[config.mk]
export PLATFORM = sky130hd
export DESIGN_NAME = ysyx_22050612_mem_arbiter
export DESIGN_NICKNAME = d
export VERILOG_FILES = /design/src/rtl/ysyx_22050612_mem_pkg.sv /design/src/rtl/ysyx_22050612_wdog_counter.sv /design/src/rtl/ysyx_22050612_mem_arbiter.sv
export SDC_FILE = /design/constraint.sdc
export NUM_CORES = 1
export LEC_CHECK = 0
export CAP_MARGIN = 0
export CORE_AREA = 2 2 210 212
export DETAILED_ROUTE_END_ITERATION = 8
export DIE_AREA = 0 0 212 214
export SYNTH_ARGS = -nofsm -noshare
export SYNTH_HDL_FRONTEND = slang
export SYNTH_SLANG_ARGS = --single-unit
[constraint.sdc]
create_clock -name clk -period 1.7 [get_ports clk]
set_clock_uncertainty 0.1 [all_clocks]
set_input_delay 0.34 -clock clk [delete_from_list [all_inputs] [get_ports clk]]
set_output_delay 0.34 -clock clk [all_outputs]
set_load 0.05 [all_outputs]
[src/rtl/ysyx_22050612_mem_pkg.sv]
// Shared types for the IFU/LSU memory arbiter: FSM states, owner encoding,
// default channel widths and the latched downstream request record.
package ysyx_22050612_mem_pkg;

  localparam int MEM_ADDR_W = 64;
  localparam int MEM_DATA_W = 64;

  typedef enum logic [1:0] {
    IDLE  = 2'd0,
    ISSUE = 2'd1,
    WAIT  = 2'd2
  } state_e;

  typedef enum logic {
    OWN_IF = 1'b0,
    OWN_LS = 1'b1
  } owner_e;

  typedef struct packed {
    logic                    wen;
    logic [MEM_ADDR_W-1:0]   addr;
    logic [MEM_DATA_W-1:0]   wdata;
    logic [MEM_DATA_W/8-1:0] wmask;
  } mem_req_t;

endpackage

[src/rtl/ysyx_22050612_wdog_counter.sv]
// WAIT-state watchdog: counts enabled cycles and flags expiry on the
// TIMEOUT_CYC-th one; TIMEOUT_CYC = 0 never expires.
module ysyx_22050612_wdog_counter #(
  parameter int TIMEOUT_CYC = 255
) (
  input  logic clk,
  input  logic rst_n,
  input  logic i_clr,
  input  logic i_en,
  output logic o_expire
);

  localparam int CW = (TIMEOUT_CYC > 1) ? $clog2(TIMEOUT_CYC) : 1;
  localparam logic [CW-1:0] LAST = (TIMEOUT_CYC > 0) ? CW'(TIMEOUT_CYC - 1) : '0;

  logic [CW-1:0] r_cnt;

  assign o_expire = (TIMEOUT_CYC != 0) && i_en && (r_cnt == LAST);

  always_ff @(posedge clk or negedge rst_n) begin
    if (!rst_n) begin
      r_cnt <= '0;
    end else if (i_clr) begin
      r_cnt <= '0;
    end else if (i_en && !o_expire) begin
      r_cnt <= r_cnt + 1'b1;
    end
  end

endmodule

[src/rtl/ysyx_22050612_mem_arbiter.sv]
// Single-outstanding arbiter sharing one memory port between IFU and LSU.
// Define ARB_ROUND_ROBIN_EN for alternating grants on contention (default: LSU priority).
module ysyx_22050612_mem_arbiter
  import ysyx_22050612_mem_pkg::*;
#(
  parameter int ADDR_W      = MEM_ADDR_W,
  parameter int DATA_W      = MEM_DATA_W,
  parameter int TIMEOUT_CYC = 255
) (
  input  logic                clk,
  input  logic                rst_n,
  input  logic                if_req_valid,
  output logic                if_req_ready,
  input  logic [ADDR_W-1:0]   if_req_addr,
  output logic                if_resp_valid,
  output logic [DATA_W-1:0]   if_resp_rdata,
  output logic                if_resp_err,
  input  logic                ls_req_valid,
  output logic                ls_req_ready,
  input  logic                ls_req_wen,
  input  logic [ADDR_W-1:0]   ls_req_addr,
  input  logic [DATA_W-1:0]   ls_req_wdata,
  input  logic [DATA_W/8-1:0] ls_req_wmask,
  output logic                ls_resp_valid,
  output logic [DATA_W-1:0]   ls_resp_rdata,
  output logic                ls_resp_err,
  output logic                mem_req_valid,
  input  logic                mem_req_ready,
  output logic                mem_req_wen,
  output logic [ADDR_W-1:0]   mem_req_addr,
  output logic [DATA_W-1:0]   mem_req_wdata,
  output logic [DATA_W/8-1:0] mem_req_wmask,
  input  logic                mem_resp_valid,
  input  logic [DATA_W-1:0]   mem_resp_rdata
);

  state_e            r_state, w_state_nxt;
  owner_e            r_owner;
  mem_req_t          r_req;
  logic              w_grant_ls, w_acc_if, w_acc_ls;
  logic              w_expire, w_done;
  logic [DATA_W-1:0] w_rdata;
  logic              r_if_resp_valid, r_if_resp_err;
  logic              r_ls_resp_valid, r_ls_resp_err;
  logic [DATA_W-1:0] r_if_resp_rdata, r_ls_resp_rdata;

`ifdef ARB_ROUND_ROBIN_EN
  owner_e r_last_owner;

  // Under contention the side that was not served last time wins.
  always_comb w_grant_ls = ls_req_valid && (!if_req_valid || (r_last_owner == OWN_IF));

  always_ff @(posedge clk or negedge rst_n) begin
    if (!rst_n) begin
      r_last_owner <= OWN_IF;
    end else if (w_acc_ls) begin
      r_last_owner <= OWN_LS;
    end else if (w_acc_if) begin
      r_last_owner <= OWN_IF;
    end
  end
`else
  always_comb w_grant_ls = ls_req_valid;
`endif

  always_comb begin
    if_req_ready = (r_state == IDLE) && if_req_valid && !w_grant_ls;
    ls_req_ready = (r_state == IDLE) && w_grant_ls;
    w_acc_if     = if_req_valid && if_req_ready;
    w_acc_ls     = ls_req_valid && ls_req_ready;
  end

  always_comb begin
    w_state_nxt = r_state;
    unique case (r_state)
      IDLE:    if (w_acc_if || w_acc_ls) w_state_nxt = ISSUE;
      ISSUE:   if (mem_req_ready) w_state_nxt = WAIT;
      WAIT:    if (mem_resp_valid || w_expire) w_state_nxt = IDLE;
      default: w_state_nxt = IDLE;
    endcase
  end

  always_ff @(posedge clk or negedge rst_n) begin
    if (!rst_n) begin
      r_state <= IDLE;
    end else begin
      r_state <= w_state_nxt;
    end
  end

  // IFU requests carry no write payload, so those fields are zeroed.
  always_ff @(posedge clk or negedge rst_n) begin
    if (!rst_n) begin
      r_owner <= OWN_IF;
      r_req   <= '0;
    end else if (w_acc_ls) begin
      r_owner     <= OWN_LS;
      r_req.wen   <= ls_req_wen;
      r_req.addr  <= ls_req_addr;
      r_req.wdata <= ls_req_wdata;
      r_req.wmask <= ls_req_wmask;
    end else if (w_acc_if) begin
      r_owner     <= OWN_IF;
      r_req.wen   <= 1'b0;
      r_req.addr  <= if_req_addr;
      r_req.wdata <= '0;
      r_req.wmask <= '0;
    end
  end

  ysyx_22050612_wdog_counter #(
    .TIMEOUT_CYC (TIMEOUT_CYC)
  ) u_wdog (
    .clk      (clk),
    .rst_n    (rst_n),
    .i_clr    (r_state != WAIT),
    .i_en     ((r_state == WAIT) && !mem_resp_valid),
    .o_expire (w_expire)
  );

  // A response that races the watchdog wins; stray responses outside WAIT are dropped.
  always_comb begin
    w_done  = (r_state == WAIT) && (mem_resp_valid || w_expire);
    w_rdata = mem_resp_valid ? mem_resp_rdata : '0;
  end

  always_ff @(posedge clk or negedge rst_n) begin
    if (!rst_n) begin
      r_if_resp_valid <= 1'b0;
      r_if_resp_err   <= 1'b0;
      r_if_resp_rdata <= '0;
      r_ls_resp_valid <= 1'b0;
      r_ls_resp_err   <= 1'b0;
      r_ls_resp_rdata <= '0;
    end else begin
      r_if_resp_valid <= w_done && (r_owner == OWN_IF);
      r_if_resp_err   <= w_done && (r_owner == OWN_IF) && w_expire;
      r_ls_resp_valid <= w_done && (r_owner == OWN_LS);
      r_ls_resp_err   <= w_done && (r_owner == OWN_LS) && w_expire;
      if (w_done && (r_owner == OWN_IF)) begin
        r_if_resp_rdata <= w_rdata;
      end
      if (w_done && (r_owner == OWN_LS)) begin
        r_ls_resp_rdata <= r_req.wen ? '0 : w_rdata;
      end
    end
  end

  assign if_resp_valid = r_if_resp_valid;
  assign if_resp_err   = r_if_resp_err;
  assign if_resp_rdata = r_if_resp_rdata;
  assign ls_resp_valid = r_ls_resp_valid;
  assign ls_resp_err   = r_ls_resp_err;
  assign ls_resp_rdata = r_ls_resp_rdata;

  assign mem_req_valid = (r_state == ISSUE);
  assign mem_req_wen   = r_req.wen;
  assign mem_req_addr  = r_req.addr;
  assign mem_req_wdata = r_req.wdata;
  assign mem_req_wmask = r_req.wmask;

endmodule

==> metrics <==
crit path max fanout=5; via count=around 9.6k; WL met1=around 17,000 um; Slew @ Worst Pin=0.4084 ns; mean area per synthesized cell=13.41 um2; delay-heaviest family, CP=buffers and inverters; H-tree Lvls=2; CP endpoint kind=flip-flop; CP max stage cell=dfrtp_1; HP Class=input pin to asynchronous set/reset pin; core area=42,890 um2; Buf/Inv on CP=5; Reg area=7008 um2; CP most frequent cell=buf_6; initial core utilization=0.2499; Crit path required time=2.02 ns; Pleak=~9.4 nW; DR iter-0 viols=553; Sink Count=280; Post-Syn Nets=1,072; startpoint types=flip-flop; CP Cell Sequence=buf_4, buf_6, and2b_2, buf_6, nand3_4, buf_6, bufbuf_16, a22o_1; final worst-path cycle share=1.212; commonest non-fill, non-tap cell in the layout=dfrtp_1; Clock Path Buffers=3; Worst VDD drop=1217 uV; Synth Instances=799; total routed wirelength=between 40,000 and 50,000 um; Final ANT Viol Nets=0; unrepaired setup endpoints after global routing=true; max-slew violations=0; Site Rows=76; Die Area=~45,000 um2; final RePlAce weighted congestion=just under 0.8; via count of the first global-routing pass=9,910; pwr dens=roughly 2200 nW/um2; GRT overflow=0; area growth from synthesis to layout=92.53%; Mapped Area=10,720 um2; Die Width=212 um; max layer used=met5; max_cap viols=0; total clock buffers created by CTS=34; Final Hold Vio Count=0; initial antenna violation count=4; setup violators final=about 250; crit path DAT=2.38 ns; min cycle time layout=2.060 ns; clk slew on worst S/H paths=approximately 0.06 ns; Setup Slack @ Placement=-0.2575 ns; most frequent cells in the layout=dfrtp_1, clkdlybuf4s50_1, buf_4; drt pass-1 iters=5; CP max stage delay=0.40 ns; fmax=between 400 and 500 MHz; clk_lat worst skew=0.53 ns; gr usage total=0.1840; IO Pins=543; worst setup margin=-0.3604 ns; Die Y=214 um; DR vias/cell=4.638; CTS tree=done; largest net degree at the start of global routing=66; Async S/R FF share, synth=1.000; fraction of layout cells with a size suffix above 1=0.3406; sequential area share after synthesis=0.6537; metal2 WL=22,470 um; WS Path Type=flip-flop to flip-flop; status=finished with violations; placed cells=1,930; Multi-input gate area=about 3500 um2; I/O Buffers=542; # nets final=1,728; YS warnings=0; WL/cell=21.43 um; most used flip-flop cell after synthesis=dfrtp_1; CTS Root Cell=clkbuf_16; DRC viols=0; relative slew slack=0.7239; first-pass GRT wire length=62,990 um; Final HPWL DP=28,790 um; post-layout util=0.4812; fillcell total=3,751; Yosys cell types=32; wire length on met3=about 3800 um; violated checks=setup timing; non-filler cells, final=2,063; Post-synth EDFFs=0; #FFs+latches synth=280
synth_stat cells, types with 2 or more instances:
cell	number	area share
buf_4	9	0.0063
nor2_1	7	0.0025
buf_6	8	0.0084
xor2_1	2	0.0016
o31ai_1	2	0.0014
nand3_1	5	0.0023
nand2_1	71	0.025
ha_1	2	0.0023
or4_1	2	0.0014
buf_1	3	0.0011
dfrtp_1	280	0.65
o211ai_1	2	0.0014
nand2b_1	2	0.0012
buf_2	32	0.015
nor2b_1	2	0.0012
inv_1	4	0.0014
o21ai_0	69	0.032
a21oi_1	2	0.00093
a22o_1	201	0.16
mux2i_1	65	0.061
clkbuf_1	16	0.0056
and2_1	3	0.0018
report_power, final:
group	internal, mW	switching [mW]	leakage [nW]
sequential	9.49	2.28	3.55
clock	5.00	2.83	0.597
combinational	10.8	15.1	5.29
total	25.2	20.2	9.45
what timing repair did:
item	4_1_cts	5_1_grt
resized for setup	62	69
hold buffers	1	0
endpoints found under the hold margin	193	0
setup endpoints to repair	198	264
gates cloned	27	9
setup buffers	29	15
pin swaps	73	95
through the flow:
step	power [mW]	hold WS (ns)	TNS (ns)	cell area (um2)
after CTS	45.13	0.1435	-38.29	20200
final	45.46	0.1736	-49.12	20630
after global placement	35.50	0.1171	-37.34	17750
after global routing	47.20	0.1700	-68.23	20630
after floorplan	25.09	-0.05559	-0.4422	10760
after detailed placement	35.72	0.1194	-44.13	17750
worst register-to-register path, delay by kind of cell, from the launching register on:
family | cells | cell delay, ns
AOI/OAI and AO/OA | 1 | 0.22
DFF | 1 | 0.40
buffers and inverters | 5 | 0.82
and+or+nand+nor | 2 | 0.41
metal layers:
metal	global-route usage	vias to the layer above
met2	0.3239	468
met3	0.06260	76
met4	0.05399	4
met1	0.2095	4715
li1	-	4305
met5	0	-
state kept, by name, indices dropped and copies added, names as in the netlist:
register / cells
ls_resp_valid: 1
mem_req_addr: 64
r_owner: 1
r_state: 2
if_resp_err: 1
u_wdog.r_cnt: 8
ls_resp_err: 1
mem_req_wen: 1
if_resp_rdata: 64
mem_req_wmask: 8
ls_resp_rdata: 64
if_resp_valid: 1
mem_req_wdata: 64
kinds of logic (layout without fill, tap and decap cells):
logic type                 Yosys count  count (layout)  share of synthesized area
AOI/OAI and AO/OA                  278             278                     0.2020
muxes                               65              65                    0.06070
and+or+nand+nor                     99             100                    0.04109
DFF                                280             280                     0.6537
adders and majority gates            2               2                   0.002334
buffers and inverters               72             749                    0.03771
other                                0               1                          0
xor gates and xnor gates             3               3                   0.002452
final timing paths:
kind | to | slack (ns) | depth (start not counted) | from
max | ls_resp_rdata[59] | -0.36 | 8 | r_state[0]
min | mem_req_addr[4] | 0.17 | 2 | rst_n
max reg2reg | ls_resp_rdata[59] | -0.36 | 8 | r_state[0]
min reg2reg | mem_req_addr[7] | 0.38 | 2 | mem_req_addr[7]
max in group asynchronous | ls_resp_rdata[17] | 0.65 | 4 | rst_n
min in group clk | r_state[1] | 0.32 | 3 | mem_req_ready
layout make-up:
| type | instances | area share |
|---|---|---|
| timing repair buffer | 687 | 0.3943 |
| sequential | 280 | 0.3396 |
| multi-input combinational | 448 | 0.1704 |
| clock buffer | 47 | 0.05008 |
| tap | 585 | 0.03547 |
| clock inverter | 11 | 0.009156 |
| inverter | 4 | 0.0008489 |
| antenna | 1 | 0.0001213 |
Note: power is estimated with default switching activity, not from simulation.
